**config.mk**
```make
export PLATFORM = sky130hd
export DESIGN_NAME = hazard_ctrl
export DESIGN_NICKNAME = d
export VERILOG_FILES = /design/src/rtl/hazard_ctrl_pkg.sv /design/src/rtl/hazard_ctrl_scoreboard.sv /design/src/rtl/hazard_ctrl.sv
export SDC_FILE = /design/constraint.sdc
export NUM_CORES = 1
export LEC_CHECK = 0
export CORE_MARGIN = 2
export CORE_UTILIZATION = 59
export DETAILED_ROUTE_END_ITERATION = 10
export GPL_TIMING_DRIVEN = 0
export HOLD_SLACK_MARGIN = 0.08
export PLACE_DENSITY = 0.91
export SLEW_MARGIN = 20
export SYNTH_ARGS = -nofsm -noshare
export SYNTH_HDL_FRONTEND = slang
export SYNTH_SLANG_ARGS = --single-unit
export TNS_END_PERCENT = 50
```
**constraint.sdc**
```tcl
create_clock -name clk -period 4.85 [get_ports clk]
set_clock_uncertainty 0.15 [all_clocks]
set_input_delay 0.7275 -clock clk [delete_from_list [all_inputs] [get_ports clk]]
set_output_delay 0.7275 -clock clk [all_outputs]
set_load 0.05 [all_outputs]
```
**src/rtl/hazard_ctrl_pkg.sv**
```systemverilog
// Shared types and constants for the hazard/flush controller of the
// four-stage core (I decode, R register read, F function, D writeback).
//   hz_state_t  : controller state (run, stalling, flushing)
//   NUM_REGS    : architectural register count
//   REG_ADDR_W  : register address width
package h2bp;

  localparam int NUM_REGS   = 32;
  localparam int REG_ADDR_W = 5;

  typedef enum logic [1:0] {
    HZ_RUN   = 2'd0,
    HZ_STALL = 2'd1,
    HZ_FLUSH = 2'd2
  } hz_state_t;

endpackage

```
**src/rtl/hazard_ctrl_scoreboard.sv**
```systemverilog
// In-flight register write scoreboard.
// Each register keeps a 2-bit count of outstanding writes and a flag saying
// whether the most recently issued writer is a load.
// Ports:
//   clk, rst_n              : clock, asynchronous active-low reset
//   issue, issue_addr,
//   issue_is_load           : a writer leaves R this cycle
//   wb_en, wb_addr          : D writes the register file this cycle
//   rd_a_addr -> rd_a_pend,
//   rd_a_load               : lookup port A (pending / newest writer is load)
//   rd_b_addr -> rd_b_pend,
//   rd_b_load               : lookup port B
module hz_scoreboard
  import h2bp::*;
#(
  parameter bit ZERO_REG_HARDWIRED = 1'b1
) (
  input  logic                  clk,
  input  logic                  rst_n,
  input  logic                  issue,
  input  logic [REG_ADDR_W-1:0] issue_addr,
  input  logic                  issue_is_load,
  input  logic                  wb_en,
  input  logic [REG_ADDR_W-1:0] wb_addr,
  input  logic [REG_ADDR_W-1:0] rd_a_addr,
  output logic                  rd_a_pend,
  output logic                  rd_a_load,
  input  logic [REG_ADDR_W-1:0] rd_b_addr,
  output logic                  rd_b_pend,
  output logic                  rd_b_load
);

  logic [NUM_REGS-1:0] pend_vec;
  logic [NUM_REGS-1:0] load_vec;

  for (genvar r = 0; r < NUM_REGS; r++) begin : g_reg
    // r0 is never tracked when it is hardwired to zero.
    localparam bit TRACKED = !(ZERO_REG_HARDWIRED && (r == 0));

    logic [1:0] cnt;
    logic       ld;
    logic       inc;
    logic       dec;

    assign inc = TRACKED && issue && (issue_addr == REG_ADDR_W'(r));
    assign dec = TRACKED && wb_en && (wb_addr == REG_ADDR_W'(r));

    always_ff @(posedge clk or negedge rst_n) begin
      if (!rst_n) begin
        cnt <= 2'd0;
        ld  <= 1'b0;
      end else if (inc && dec) begin
        // One writer retires while another enters: count is unchanged and
        // the new writer decides whether the register is load-pending.
        ld <= issue_is_load;
      end else if (inc) begin
        cnt <= cnt + 2'd1;
        ld  <= issue_is_load;
      end else if (dec) begin
        cnt <= cnt - 2'd1;
        if (cnt == 2'd1) ld <= 1'b0;
      end
    end

    assign pend_vec[r] = |cnt;
    assign load_vec[r] = ld;
  end

  assign rd_a_pend = pend_vec[rd_a_addr];
  assign rd_a_load = load_vec[rd_a_addr];
  assign rd_b_pend = pend_vec[rd_b_addr];
  assign rd_b_load = load_vec[rd_b_addr];

endmodule

```
**src/rtl/hazard_ctrl.sv**
```systemverilog
// Pipeline hazard and flush controller.
// Stalls the R-stage instruction when an operand cannot be supplied by the
// register-file bypass or D-to-F forwarding, squashes I and R for
// FLUSH_CYCLES cycles when F resolves a taken branch, and counts stall and
// flush events.
// Ports:
//   clk, rst_n                     : clock, asynchronous active-low reset
//   r_valid, r_rs_*, r_rd_*,
//   r_is_load                      : R-stage instruction description
//   branch_taken_f                 : F resolves a taken branch this cycle
//   wb_en, wb_addr                 : D-stage register write
//   stall_pc, stall_r, bubble_f    : stall controls (identical)
//   flush_i, flush_r               : squash controls (identical)
//   busy                           : controller not in HZ_RUN
//   stall_count, flush_count       : wrapping performance counters
// All control outputs are combinational and forced low while rst_n is low.
module hazard_ctrl
  import h2bp::*;
#(
  parameter bit          FWD_EN             = 1'b1,
  parameter int unsigned FLUSH_CYCLES       = 2,
  parameter bit          ZERO_REG_HARDWIRED = 1'b1,
  parameter int unsigned CNT_W              = 32
) (
  input  logic                  clk,
  input  logic                  rst_n,
  input  logic                  r_valid,
  input  logic                  r_rs_a_en,
  input  logic [REG_ADDR_W-1:0] r_rs_a_addr,
  input  logic                  r_rs_b_en,
  input  logic [REG_ADDR_W-1:0] r_rs_b_addr,
  input  logic                  r_rd_en,
  input  logic [REG_ADDR_W-1:0] r_rd_addr,
  input  logic                  r_is_load,
  input  logic                  branch_taken_f,
  input  logic                  wb_en,
  input  logic [REG_ADDR_W-1:0] wb_addr,
  output logic                  stall_pc,
  output logic                  stall_r,
  output logic                  bubble_f,
  output logic                  flush_i,
  output logic                  flush_r,
  output logic                  busy,
  output logic [CNT_W-1:0]      stall_count,
  output logic [CNT_W-1:0]      flush_count
);

  localparam logic [2:0] FC_RELOAD = 3'(FLUSH_CYCLES - 1);

  hz_state_t  state;
  hz_state_t  state_nx;
  logic [2:0] fcnt;
  logic [2:0] fcnt_nx;

  logic pend_a;
  logic load_a;
  logic pend_b;
  logic load_b;
  logic src_a_haz;
  logic src_b_haz;
  logic hazard;
  logic flush;
  logic stall;
  logic issue;

  // R stage: hazard evaluation against the scoreboard
  hz_scoreboard #(
    .ZERO_REG_HARDWIRED(ZERO_REG_HARDWIRED)
  ) u_sb (
    .clk          (clk),
    .rst_n        (rst_n),
    .issue        (issue),
    .issue_addr   (r_rd_addr),
    .issue_is_load(r_is_load),
    .wb_en        (wb_en),
    .wb_addr      (wb_addr),
    .rd_a_addr    (r_rs_a_addr),
    .rd_a_pend    (pend_a),
    .rd_a_load    (load_a),
    .rd_b_addr    (r_rs_b_addr),
    .rd_b_pend    (pend_b),
    .rd_b_load    (load_b)
  );

  // With forwarding, only a load result is too late for D-to-F forwarding.
  assign src_a_haz = r_rs_a_en && (!ZERO_REG_HARDWIRED || (r_rs_a_addr != '0))
                     && pend_a && (load_a || !FWD_EN);
  assign src_b_haz = r_rs_b_en && (!ZERO_REG_HARDWIRED || (r_rs_b_addr != '0))
                     && pend_b && (load_b || !FWD_EN);

  assign hazard = r_valid && (src_a_haz || src_b_haz);
  assign flush  = branch_taken_f || (state == HZ_FLUSH);
  // A squashed instruction must not hold the pipe, so flush wins.
  assign stall  = hazard && !flush;
  assign issue  = r_valid && r_rd_en && !stall && !flush;

  assign stall_pc = rst_n && stall;
  assign stall_r  = rst_n && stall;
  assign bubble_f = rst_n && stall;
  assign flush_i  = rst_n && flush;
  assign flush_r  = rst_n && flush;
  assign busy     = rst_n && (state != HZ_RUN);

  always_comb begin
    state_nx = state;
    fcnt_nx  = fcnt;
    case (state)
      HZ_RUN, HZ_STALL: begin
        if (branch_taken_f) begin
          // The branch cycle itself is the first flush cycle.
          if (FLUSH_CYCLES > 1) begin
            state_nx = HZ_FLUSH;
            fcnt_nx  = FC_RELOAD;
          end else begin
            state_nx = HZ_RUN;
          end
        end else if (hazard) begin
          state_nx = HZ_STALL;
        end else begin
          state_nx = HZ_RUN;
        end
      end
      HZ_FLUSH: begin
        if (branch_taken_f) begin
          fcnt_nx = FC_RELOAD;
        end else if (fcnt <= 3'd1) begin
          fcnt_nx  = 3'd0;
          state_nx = HZ_RUN;
        end else begin
          fcnt_nx = fcnt - 3'd1;
        end
      end
      default: begin
        state_nx = HZ_RUN;
        fcnt_nx  = 3'd0;
      end
    endcase
  end

  // Clock boundary: controller state and performance counters
  always_ff @(posedge clk or negedge rst_n) begin
    if (!rst_n) begin
      state       <= HZ_RUN;
      fcnt        <= 3'd0;
      stall_count <= '0;
      flush_count <= '0;
    end else begin
      state       <= state_nx;
      fcnt        <= fcnt_nx;
      stall_count <= stall_count + CNT_W'(stall);
      flush_count <= flush_count + CNT_W'(branch_taken_f);
    end
  end

endmodule
```
## Word-level counts from Yosys, hierarchy flattened

Index checks and enable logic that the tools add are counted.

| cells by class | value |
|---|---|
| add/sub/neg operators | 65 |
| order comparisons | 3 |
| equality and inequality tests | 98 |
| multiplexer cells | 203 |
| bitwise operators | 31 |
| reductions and logical operators | 303 |

Operators with widths:

| cell | number |
|---|---|
| $reduce_bool 3->1 | 62 |
| $eq 5x5->1 const B | 32 |
| $mux 2 | 65 |
| $mux 1 | 129 |
| $reduce_and 2->1 | 63 |
| $logic_and 1x1->1 | 107 |
| $eq 5x4->1 const B | 16 |
| $add 32x1->32 | 2 |
| $eq 2x1->1 const B | 32 |
| $reduce_bool 2->1 | 32 |
| $reduce_or 2->1 | 32 |
| $add 2x1->2 const B | 31 |
| $sub 2x1->2 const B | 31 |
| $eq 5x3->1 const B | 8 |
| $not 1->1 | 31 |
| $bmux 1 s5 | 4 |
| $eq 5x2->1 const B | 4 |
| $lt 5x6->1 const B | 2 |
| $eq 5x1->1 const B | 2 |
| $reduce_bool 5->1 | 2 |
| $mux 3 | 3 |
| $pmux 3 s2 | 1 |
| $ne 2x2->1 const B | 2 |
| $pmux 2 s2 | 1 |
| other kinds (7) | 9 |

| word-level totals | value |
|---|---|
| bits in registers | 162 |
| input port bits | 29 |
| output and inout port bits | 70 |
| logic and storage cells | 769 |

## Logic depth before layout (Yosys ltp)

Gate-level depths: netlist (run 1).

| depth | value |
|---|---|
| depth after elaboration | 15 |
| mapped depth | 17 |

## By module

A second synthesis (run 1) with hierarchy kept.

| unflattened totals | value |
|---|---|
| cells, all modules | 977 |
| area, all modules | 10119.7 µm² |

Modules (own cells, without submodules):

| module | times used | cells each | area each (µm²) |
|---|---|---|---|
| hz_scoreboard | 1 | 681 | 6881.6 |
| hazard_ctrl | 1 | 296 | 3238.1 |

## Worst setup path before layout (run 1)

Ideal clock, no wire load.

| timing | value |
|---|---|
| path kind | input to output |
| start | input port r_rs_a_addr[1] |
| end | output port stall_pc |
| data arrival time | 3469 ps |
| data required time | 3973 ps |
| setup slack | 503 ps |
| stages | 11 |
| path buffers | 4 |
| cell sequence | buf_4 buf_2 nor4b_1 nor4b_1 a21oi_1 o311a_1 buf_2 nor2_1 a21oi_1 and2_1 buf_4 |

| between the ends | value |
|---|---|
| word-level cells in the longest chain between the ends | 8 |
| elaborated cells on any way between the ends | 12 |
| those cells by class | 4 x mux; 8 x reduce/logical |

Ends and longest elaborated chain:

| what | RTL line | source |
|---|---|---|
| from (decl) | hazard_ctrl.sv:29 | `input logic [REG_ADDR_W-1:0] r_rs_a_addr,` |
| $bmux 1 s5 or $reduce_bool 5->1 (tied branches) | hazard_ctrl_scoreboard.sv:69, hazard_ctrl.sv:86 |  |
| $mux 1 (implied by the code) or $logic_and 1x1->1 (tied branches) | hazard_ctrl_scoreboard.sv:69, hazard_ctrl.sv:86 |  |
| $logic_and 1x1->1 | hazard_ctrl.sv:87 | `&& pend_a && (load_a \|\| !FWD_EN);` |
| $logic_and 1x1->1 (*) | hazard_ctrl.sv:87 |  |
| $logic_or 1x1->1 (*) | hazard_ctrl.sv:91 | `assign hazard = r_valid && (src_a_haz \|\| src_b_haz);` |
| $logic_and 1x1->1 (*) | hazard_ctrl.sv:91 |  |
| $logic_and 1x1->1 (*) | hazard_ctrl.sv:94 | `assign stall = hazard && !flush;` |
| $logic_and 1x1->1 (*) | - |  |
| to (decl) | hazard_ctrl.sv:38 | `output logic stall_pc,` |

Every way passes the cells marked *; elsewhere a longest branch is shown, timed or not. The select of a mux whose other input is x is not followed.

## Worst setup path in the final report (run 1)

| timing | value |
|---|---|
| start | input port r_rs_a_addr[1] |
| end | output port bubble_f |

| between the ends | value |
|---|---|
| word-level cells in the longest chain between the ends | 8 |
| elaborated cells on any way between the ends | 12 |
| those cells by class | 4 x mux; 8 x reduce/logical |

Ends and longest elaborated chain:

| what | RTL line | source |
|---|---|---|
| $bmux 1 s5 or $reduce_bool 5->1 (tied branches) | hazard_ctrl_scoreboard.sv:69, hazard_ctrl.sv:86 |  |
| $mux 1 (implied by the code) or $logic_and 1x1->1 (tied branches) | hazard_ctrl_scoreboard.sv:69, hazard_ctrl.sv:86 |  |
| $logic_and 1x1->1 | hazard_ctrl.sv:87 |  |
| $logic_and 1x1->1 (*) | hazard_ctrl.sv:87 |  |
| $logic_or 1x1->1 (*) | hazard_ctrl.sv:91 |  |
| $logic_and 1x1->1 (*) | hazard_ctrl.sv:91 |  |
| $logic_and 1x1->1 (*) | hazard_ctrl.sv:94 |  |
| $logic_and 1x1->1 (*) | hazard_ctrl.sv:99 | `assign bubble_f = rst_n && stall;` |
| to (decl) | hazard_ctrl.sv:40 | `output logic bubble_f,` |

Marks and branches as above.

==> results of run 1 <==
per-stage QoR:
stage	instance area [um2]	instances	setup TNS, ns	util
finish	13200	1467	0	0.705
global route	13200	1467	-0.117	0.705
CTS	13200	1468	0	0.705
detailed placement	12600	1434	-11.52	0.671
global placement	12500	1432	-643.01	0.668
floorplan	11300	1103	0	-
state kept, by name, indices dropped and copies added (netlist names):
register / flops
fcnt: 3
flush_count: 32
stall_count: 32
state: 2
u_sb.g.cnt: 62
u_sb.g.ld: 31
final timing paths:
kind,startpoint,to,cells after the start
min reg2reg,stall_count[31],stall_count[31],1
max,r_rs_a_addr[1],bubble_f,12
max in group asynchronous,rst_n,u_sb.g_reg[1].cnt[1],4
min,stall_count[31],stall_count[31],1
max reg2reg,u_sb.g_reg[27].cnt[0],stall_count[28],16
min in group asynchronous,rst_n,stall_count[12],2
area by class of cell:
class / count / area [um2]
fill: 1313 / 5520
inverter: 149 / 562
timing repair buffer: 99 / 1020
sequential: 162 / 4050
clock inverter: 14 / 159
buffer: 34 / 219
clock buffer: 18 / 429
tap: 234 / 293
multi-input combinational: 757 / 6450
kinds of logic after synthesis:
kind of cell	after synthesis	synth area share
AOI/OAI and AO/OA	109	0.123
xor gates and xnor gates	114	0.0887
adders and majority gates	130	0.145
buffers and inverters	184	0.0688
DFF	162	0.360
muxes	33	0.0360
and+or+nand+nor	371	0.179
worst max-delay path, delay by kind of cell:
family	cells	cell delay [ns]
compound gates	3	0.79
buf+inv	5	1.64
simple gates	4	0.67
timing repair:
item | 4_1_cts | 5_1_grt
pin swaps | 1 | 0
hold endpoints to repair | 51 | 0
hold buffers | 1 | 0
setup buffers | 1 | 0
gates resized for setup | 15 | 7
setup endpoints to repair | 14 | 6
placed cells by master (no fill, tap or decap), types with 27 or more instances in the layout:
cell type        Yosys  layout
a221o_1             28      28
clkdlybuf4s50_1      0      91
dfrtp_1            162     162
ha_1               130     130
inv_1              145     145
mux2i_1             27      27
nand2_1            108     108
nand2b_1            28      28
nor2_1              53      53
nor2b_1             36      36
xnor2_1             44      44
xor2_1              70      70
where the power goes:
part           total (uW)  internal (uW)  switching [uW]  leakage [uW]
clock                1370            734             638      0.000283
combinational        1870            792            1080       0.00383
sequential           1890           1660             234       0.00192
total                5130           3180            1950       0.00604
layer usage:
metal | vias up | global-route usage
met2 | 352 | 0.485
met4 | 0 | 0.138
met3 | 87 | 0.0582
li1 | 4033 | -
met5 | - | 0
met1 | 4257 | 0.315
cells in the mapped netlist (3+ instances only):
library cell	n	area, um2
nand3_1	22	110
mux2i_1	27	270
nor2_1	53	199
and4_1	4	35.0
nor4b_1	22	193
mux4_2	6	135
nand2_1	108	405
ha_1	130	1630
nand4_1	18	113
and3b_1	3	26.3
a21oi_1	10	50.1
nand2b_1	28	175
nor4_1	11	68.8
clkbuf_1	18	67.6
o21ai_0	4	20.0
or2_2	5	31.3
o311ai_1	10	87.6
xor2_1	70	613
buf_2	6	30.0
o221ai_1	9	78.8
buf_4	7	52.6
and2_1	3	18.8
xnor2_1	44	385
nor3b_1	20	150
dfrtp_1	162	4050
nor2b_1	36	225
a2111oi_4	22	606
nor4bb_1	3	30.0
nand3b_1	7	52.6
a311oi_1	3	26.3
nor3_1	10	50.1
o311a_1	3	30.0
inv_1	145	544
a221o_1	28	280
inv_2	3	11.3
and3_1	11	68.8
==> metrics, run 1 <==
CTS clock-pin slew for the worst setup and hold paths=about 0.070 ns; DIE HEIGHT=142 um; Routed Antenna Nets=0; post-synthesis register bit count=162; met2 WL post-DR=13400 um; gr ovfl total=0; max incr delay on CP=between 0.5 and 0.6 ns; cts bufs inserted=17; met1 WL=10500 um; CP Capture Type=output pin; Worst Tran Pin Value=around 0.94 ns; DRC=0; worst vdd ir=0.000242 V; fmax=around 0.21 GHz; routed len/inst=18.3 um; cell at the slowest stage of the critical path=clkdlybuf4s50_1; clk buf depth=2; Primary FF master, synth=dfrtp_1; max-slew violations=0; nets@finish=between 1000 and 1500; total power=between 5000 and 6000 uW; Worst setup SP type=input pin; Slew HR=0.368; mean post-synth cell area=a little over 10 um2; pin count of the biggest net entering global routing=58; num rows=50; TritonCTS clock tree=built; Syn-to-layout area delta=17.1%; worst setup margin=0.134 ns; Die ar.=0.0202 mm2; FF-to-FF setup slack=0.46 ns; max layer used=met4; H-tree depth=4; DR pass1 iterations=5; CP required=between 3 and 4 ns; GRT Total Usage=0.275; syn nets=1262; Synth Cell Area=0.0113 mm2; Post-synth ARST share=1.00; final hold vios=0; Post-Syn Instances=1103; Place WS=-0.963 ns; Synth Warn #=0; leakage power total=0.00604 uW; worst path cell trace=clkdlybuf4s50_1 > buf_4 > buf_4 > nor4bb_2 > nor4b_1 > a21oi_1 > o311a_4 > buf_6 > nor2_1 > a21oi_2 > and2_1 > clkdlybuf4s15_2; vias in the first global route=8858; Max FO, Critical Path=10; final setup vio count=0; Total Wirelength=26800 um; hpwl dp=approximately 20000 um; first-pass GRT wire length=43600 um; pwr dens=roughly 390 mW/mm2; number of distinct library cells after synthesis=60; DR iter-0 viols=593; Top cell by count, worst path=buf_4; Antenna diodes=0; met3 routed WL=1760 um; share of layout cells above drive strength 1=0.0803; Post-synth EDFFs=0; hold slack=0.326 ns; Vias=8729; Ports=99; crit path kind=in -> out; Routability Congestion=0.919; status=finished, final reports clean; drt via density=5.95; port bufs=95; period utilization=0.972; clock sink count=162; sequential share of the synthesized area=0.360; Hold Crit Class=reg -> reg; Worst Path Arrival=3.84 ns; Starting Density=0.602; Clock Latency Late Sink=between 0.4 and 0.5 ns; min Tclk post-route=approximately 4.7 ns; Max-Cap Viols=0; Core Region=~0.019 mm2; antenna violations before repair=0; Clock Tree Root=clkbuf_16; Die W=142 um
No activity file was read; power rests on OpenSTA's default activity.
==> run 2: changes to the inputs <==
Settings changed: PLACE_DENSITY 0.91 to 0.86.
==> run 2 against run 1 <==
Compared with the run above:
- critical path depth stayed put
- core utilization is 0.11 points lower
- critical path type unchanged
- first-iteration DRC count is 13% lower
- largest power group unchanged
- wire length is 5.9% lower
==> metrics, run 2 (synthesis gave the netlist of run 1 again) <==
Routability Congestion=0.923; hold slack=0.123 ns; Worst Path Arrival=3.92 ns; pwr dens=385 mW/mm2; FF-to-FF setup slack=~0.35 ns; GRT Total Usage=0.262; Largest Register=u_sb.g.cnt; period utilization=0.990; Syn-to-layout area delta=16.9%; Max-Cap Viols=0; share of layout cells above drive strength 1=0.0803; Worst setup SP type=input pin; Ports=99; Worst Tran Pin Value=roughly 0.93 ns; switching share of power=0.382; hpwl dp=18800 um; CP Launch Point=r_rs_a_addr[1]; drt via density=5.77; final setup vio count=0; Critical Path End=bubble_f; most frequent cells in the layout=dfrtp_1 (162), inv_1 (145), ha_1 (130); part of the power in registers=0.373; H-tree depth=4; Top cell by count, worst path=nor4b_1; DR iter-0 viols=518; Routed Antenna Nets=0; Sw Pwr=between 1500 and 2000 uW; commonest non-fill, non-tap cell in the layout=dfrtp_1; Clk network pwr share=0.266; nets@finish=1379; Die ar.=0.0202 mm2; fmax=0.208 GHz; routed len/inst=17.2 um; internal power consumption=3130 uW; R2R cell count=17; hold_buf cts=0; Die W=142 um; Max FO, Critical Path=10; leakage power total=0.00603 uW; max incr delay on CP=about 0.48 ns; RSZ-0062 raised after global routing=no; DRC=0; Core Region=0.0187 mm2; CP Capture Type=output pin; gr ovfl total=0; CP required=slightly below 4 ns; status=finished, final reports clean; Largest regs=u_sb.g.cnt (62), flush_count (32), stall_count (32); worst vdd ir=0.000305 V; max FFs per register=just over 60; pin count of the biggest net entering global routing=86; Slew HR=0.377; final hold vios=0; clock sink count=162; TritonCTS clock tree=built; first-pass GRT wire length=41900 um; port bufs=95; Total Wirelength=25200 um; R2R Path End=stall_count[28]; DIE HEIGHT=142 um; final instance area=0.0132 mm2; CTS clock-pin slew for the worst setup and hold paths=0.07 ns; num rows=50; worst setup margin=about 0.049 ns; R2R Path Start=u_sb.g_reg[26].cnt[0]; vias in the first global route=about 8400; max-slew violations=0; Place WS=-0.931 ns; cell at the slowest stage of the critical path=clkdlybuf4s50_1; Antenna diodes=0; worst path cell trace=clkdlybuf4s50_1 > buf_4 > clkbuf_4 > nor4b_1 > nor4b_1 > a21oi_1 > o311a_4 > buf_6 > nor2_1 > a21oi_2 > and2_1 > clkdlybuf4s15_2; combinational power share=0.361; Clock Latency Late Sink=0.44 ns; antenna violations before repair=0; Layout Utilization=0.704; DR pass1 iterations=6; clk buf depth=2; Vias=8470; cts bufs inserted=17; Hold Crit Class=in -> async; dpl cell area=0.0125 mm2; Clock Tree Root=clkbuf_16; crit path kind=in -> out; min Tclk post-route=just under 5 ns; Starting Density=0.602
[run 2: worst min-delay path by stage]
| stage | start | endpoint | slack, ns | depth (start not counted) |
|---|---|---|---|---|
| global route | rst_n | stall_count[10] | 0.16 | 1 |
| CTS | rst_n | stall_count[10] | 0.14 | 1 |
| global placement | stall_count[31] | stall_count[31] | 0.31 | 1 |
| detailed placement | stall_count[31] | stall_count[31] | 0.32 | 1 |
| floorplan | rst_n | fcnt[0] | 0.28 | 0 |
| finish | rst_n | stall_count[9] | 0.12 | 1 |
[run 2: final cells by class]
type                    count  area [um2]
plain buffers              35         226
clock buffers              17         425
clock inverters            15         170
fillers                  1358        5550
inverters                 149         562
multi-input cells         757        6440
flip-flops and latches    162        4050
well taps                 234         293
repair buffers             98         990
[run 2: power by group through the flow]
| stage | Clock [uW] | Combinational (uW) | Sequential (uW) |
|---|---|---|---|
| after detailed placement | 0 | 1810 | 1910 |
| after global placement | 0 | 1720 | 1900 |
| after CTS | 1370 | 1840 | 1890 |
| final | 1350 | 1830 | 1890 |
| after global routing | 1410 | 2070 | 1930 |
| after floorplan | 0 | 1220 | 2000 |
[run 2: through the flow]
step                      cells  setup TNS, ns  total power, uW
after floorplan            1103              0             3230
after global placement     1432        -641.26             3620
after detailed placement   1433         -11.12             3720
after CTS                  1466              0             5100
after global routing       1467              0             5410
final                      1467              0             5070
[run 2: routing by layer]
metal	vias to the layer above	track usage	wire length (um)
met5	-	0	0
met4	0	0.0974	707
met3	52	0.0448	1370
met2	263	0.455	12400
met1	4131	0.329	10700
li1	4024	-	-
[run 2: worst max-delay path, delay by kind of cell]
kind,cells,cell delay [ns]
simple gates,4,0.86
compound gates,3,0.76
buf+inv,5,1.56
[run 2: repair_timing]
action | CTS | global route
pin swaps | 1 | 1
endpoints found under the setup margin | 12 | 6
resized for setup | 16 | 5
setup buffers | 1 | 1
==> RTL change 1: new RTL, config.mk and constraints of run 1 <==
`NUM_REGS`: 32 -> 16.
--- a/src/rtl/hazard_ctrl_pkg.sv
+++ b/src/rtl/hazard_ctrl_pkg.sv
@@ -5,7 +5,7 @@
 //   REG_ADDR_W  : register address width
 package h2bp;
 
-  localparam int NUM_REGS   = 32;
+  localparam int NUM_REGS   = 16;
   localparam int REG_ADDR_W = 5;
 
   typedef enum logic [1:0] {
Check against the original RTL: not equivalent (Yosys sat finds a counterexample within 4 cycles, from zero or initial values and one cycle with rst_n low).
==> RTL change 1 against run 1 <==
  * Global-route usage is 0.054 points higher
  * Setup slack improved by 0.038 ns
  * First-iteration DRC count shrank 3.2%
  * Sequential cell count shrank 48
  * Clock power down 7%
  * Hold slack got worse by 0.0023 ns
  * Synthesized area fell by 37%
  * Sequential power fell by 34%
  * Total power down 30%
  * Cell area fell by 33%
  * Wire length down 37%
  * Critical endpoint is now stall_pc
  * Largest cell class unchanged
==> RTL change 1: results (changes against run 1) <==
metric;value;unit;change
reg2reg_slack;0.43;ns;-0.03 ns
dp_hpwl;11800;microns;-41%
path_max_fanout;19;;+9
grt.met2_usage;0.463;;-0.0219
vias;5975;;-32%
synth_cell_types;57;;-5.0%
stdcell_count;1008;;-31%
reg_top3;flush_count (32), stall_count (32), u_sb.g.cnt (30);;
grt_max_degree;86;;+48%
status;complete, no violations;;
port_buffers;93;;-2.1%
r2r_start;u_sb.g_reg[13].cnt[0];;
clk_pin_slew_worst_paths;0.05;ns;-0.02 ns
netlist_instances;734;;-33%
clk-insertion-delay-late;0.42;ns;-0.02 ns
drive_gt1_frac;0.0836;;+0.00333
netlist_top_cells_count;dfrtp_1, inv_1, nand2_1, ha_1, nor2_1;;
fin_nets;942;;-32%
worst_pin_slew;0.753;ns;-0.189 ns
yosysSeqAreaShare;0.402;;+0.0416
dpl.cell_count;975;;-32%
met3_usage;0.0643;;+0.00608
leakage;4.24;nW;-30%
critPathMaxStageDelay;0.59;ns;+0.04 ns
fillCellCount;763;;-42%
core_area;11900;sq um;-37%
grt_pass1_vias;5806;;-34%
grt_pass1_wl;28000;microns;-36%
finalWirelength;16900;microns;-37%
grt_use_total;0.275;;+0.000542
[RTL change 1: cell types whose count changed in the layout (fill, tap and decap cells not counted), sizes merged, moves of 10 or more]
| cell | delta |
|---|---|
| a221o | -26 |
| nor3b | -16 |
| xor2 | -37 |
| nand2 | -31 |
| dfrtp | -48 |
| nor2b | -17 |
| o211ai | +13 |
| ha | -65 |
| nor4b | -18 |
| buf | -10 |
| a2111oi | -22 |
| inv | -72 |
| mux2i | -26 |
| nand3 | +15 |
[RTL change 1: metrics by stage]
step / cell area [sq um] / utilization
finish: 8900 / 0.750
global route: 8900 / 0.750
CTS: 8880 / 0.749
detailed placement: 8240 / 0.695
global placement: 8210 / 0.693
floorplan: 7100 / -
[RTL change 1: power by group]
part	switching (W)	total [W]	internal, W
clock	0.000451	0.00127	0.000822
combinational	0.000667	0.00110	0.000429
sequential	0.000135	0.00124	0.00111
[RTL change 1: worst max-delay path, delay by kind of cell]
| kind | cells | cell delay (ns) |
|---|---|---|
| simple gates | 4 | 1.02 |
| buf+inv | 4 | 1.53 |
| mux | 1 | 0.52 |
[RTL change 1: final cells by class]
type	instances	area share
plain buffers	20	0.0132
clock buffers	20	0.0502
clock inverters	12	0.0176
inverters	84	0.0354
flip-flops and latches	114	0.321
well taps	147	0.0207
multi-input cells	515	0.432
repair buffers	96	0.110
[RTL change 1: worst max path at each step]
stage	startpoint	end	slack, ns	cells past startpoint
after global placement	rst_n	stall_pc	-2.83	4
after CTS	r_rs_a_addr[2]	stall_pc	0.12	9
after global routing	r_rs_a_addr[2]	stall_count[31]	0.04	14
after floorplan	r_rs_b_addr[1]	stall_pc	0.37	9
final	r_rs_a_addr[2]	stall_pc	0.17	9
after detailed placement	r_rs_b_addr[0]	stall_count[28]	-0.88	16
[RTL change 1: cells by family (layout without fill, tap and decap cells)]
| group | after synthesis | after routing | synth area share |
|---|---|---|---|
| AND/OR/NAND/NOR | 298 | 298 | 0.233 |
| flip-flops | 114 | 114 | 0.402 |
| XOR/XNOR | 75 | 75 | 0.0925 |
| multiplexers | 4 | 4 | 0.0109 |
| AO/OA/AOI/OAI | 73 | 73 | 0.0865 |
| buffers and inverters | 105 | 232 | 0.0608 |
| adder cells (fa/ha/maj) | 65 | 65 | 0.115 |
[RTL change 1: layer usage]
layer	up-vias	part of all wire
met4	0	0.037
li1	2763	-
met5	-	0
met2	294	0.49
met3	67	0.068
met1	2851	0.40
[RTL change 1: what timing repair did]
action,CTS,global route
hold buffers,1,0
endpoints found under the hold margin,32,0
resized for setup,9,3
pin swaps,1,1
setup endpoints to repair,14,8
buffers inserted,1,0
==> RTL change 2: new RTL, config.mk and constraints of run 1 <==
Made on the original files. Register the output `flush_count` once more; this adds one clock of latency there. The other outputs are not delayed to match.
--- a/src/rtl/hazard_ctrl.sv
+++ b/src/rtl/hazard_ctrl.sv
@@ -46,6 +46,8 @@
 );
 
   localparam logic [2:0] FC_RELOAD = 3'(FLUSH_CYCLES - 1);
+
+  logic [CNT_W-1:0] flush_count_s0;
 
   hz_state_t  state;
   hz_state_t  state_nx;
@@ -143,13 +145,17 @@
       state       <= HZ_RUN;
       fcnt        <= 3'd0;
       stall_count <= '0;
-      flush_count <= '0;
+      flush_count_s0 <= '0;
     end else begin
       state       <= state_nx;
       fcnt        <= fcnt_nx;
       stall_count <= stall_count + CNT_W'(stall);
-      flush_count <= flush_count + CNT_W'(branch_taken_f);
+      flush_count_s0 <= flush_count_s0 + CNT_W'(branch_taken_f);
     end
   end
 
+  always_ff @(posedge clk) begin
+    flush_count <= flush_count_s0;
+  end
+
 endmodule
Behaviour: not the same (a bounded check fails within 4 cycles, from zero or initial values and one cycle with rst_n low).
==> RTL change 2 against run 1 <==
  * Sequential cell count up 32
  * Setup slack better by 0.011 ns
  * Combinational power up 5%
  * First-iteration DRC count up 13%
  * Synthesized area up 4.2%
  * Count of clock-buffer cells in the layout down 1
  * Register-to-register slack about the same
  * Wire length up 1.7%
  * Total power up 11%
  * Cell area up 4.7%
  * Global-route usage down 1.2 points
  * Critical endpoint is now stall_pc
  * Largest cell class unchanged
  * Highest routed layer unchanged
==> RTL change 2: results (changes against run 1) <==
metric;value;unit;change
synth_cell_types;67;;+12%
post_drt_wl_per_cell;17.7;microns;-3.1%
arrival;3.83;ns;about the same
highest_layer;met4;;
ir_drop;0.400;mV;+65%
wl_met1;11000;microns;+4.7%
pre_cts_ws;-1.04;ns;-0.0791 ns
dp_hpwl;19700;microns;-0.66%
grt_pass1_vias;9055;;+2.2%
reg2reg_depth;17;;+1
whs;0.0653;ns;-0.261 ns
synth.net_count;1300;;+3.0%
grt_pass1_wl;44700;microns;+2.4%
grt_use_total;0.263;;-0.0120
dr_wl_met3;2230;microns;+27%
fin_nets;1419;;+2.9%
vias_per_cell;5.78;;-2.9%
clk_pin_slew_worst_paths;0.08;ns;
switching_share;0.384;;+0.00362
syn_avg_cell_area;10.3;sq um;+0.71%
placed_area;13100;sq um;+4.0%
netlist_top_cells_count;dfrtp_1, inv_1, ha_1, nand2_1, xnor2_1;;
dr.pass1.iters;8;;+3
status;complete, no violations;;
dpl.cell_count;1504;;+4.9%
port_buffers;97;;+2.1%
critPathMaxStageDelay;0.52;ns;-0.03 ns
place_congestion;0.899;;-2.2%
grt_max_degree;95;;+64%
use_met1;0.326;;+0.0106
power_frac_clock;0.274;;+0.007
vias;8891;;+1.9%
first_iter_violations;668;;+13%
leakage;6.47;nW;+7.1%
crit_path_top_delay_cell;mux4_2;;
crit_start;r_rs_b_addr[0];;
yosysSeqAreaShare;0.400;;+0.0402
met3_usage;0.0654;;+0.00720
root_buffer;clkbuf_16;;
rr_endpoint;stall_count[28];;
synth_area_leaders;dfrtp_1, ha_1, dfxtp_1, inv_1, xnor2_1;;
switching_power;0.00219;W;+12%
critPathCapture;stall_pc;;
comb_power;0.00197;W;+5%
hp-class;primary input to asynchronous set/reset pin;;
fin_ws;0.145;ns;+0.0107 ns
maxSlewHeadroom;0.331;;-0.0367
r2r_start;u_sb.g_reg[31].cnt[0];;
-- RTL change 2: cell families (layout without fill, tap and decap cells) --
family | count (synthesis) | after routing | synth area share
and+or+nand+nor | 381 | 381 | 0.181
buffers and inverters | 185 | 317 | 0.0662
DFF | 194 | 194 | 0.400
xor gates and xnor gates | 109 | 109 | 0.0814
adders and majority gates | 130 | 130 | 0.139
AOI/OAI and AO/OA | 113 | 113 | 0.0999
muxes | 29 | 29 | 0.0321
other | 0 | 1 | 0
-- RTL change 2: repair_timing --
item | CTS | global route
resized for setup | 20 | 12
hold buffers | 0 | 0
endpoints found under the setup margin | 16 | 16
setup buffers | 1 | 2
pin swaps | 1 | 0
-- RTL change 2: layout make-up --
type / count / area (sq um)
plain buffers: 33 / 224
inverters: 151 / 567
diodes: 1 / 2.50
flip-flops and latches: 194 / 4690
clock inverters: 15 / 234
repair buffers: 101 / 1020
well taps: 265 / 332
fillers: 1318 / 5670
multi-input cells: 762 / 6300
clock buffers: 17 / 425
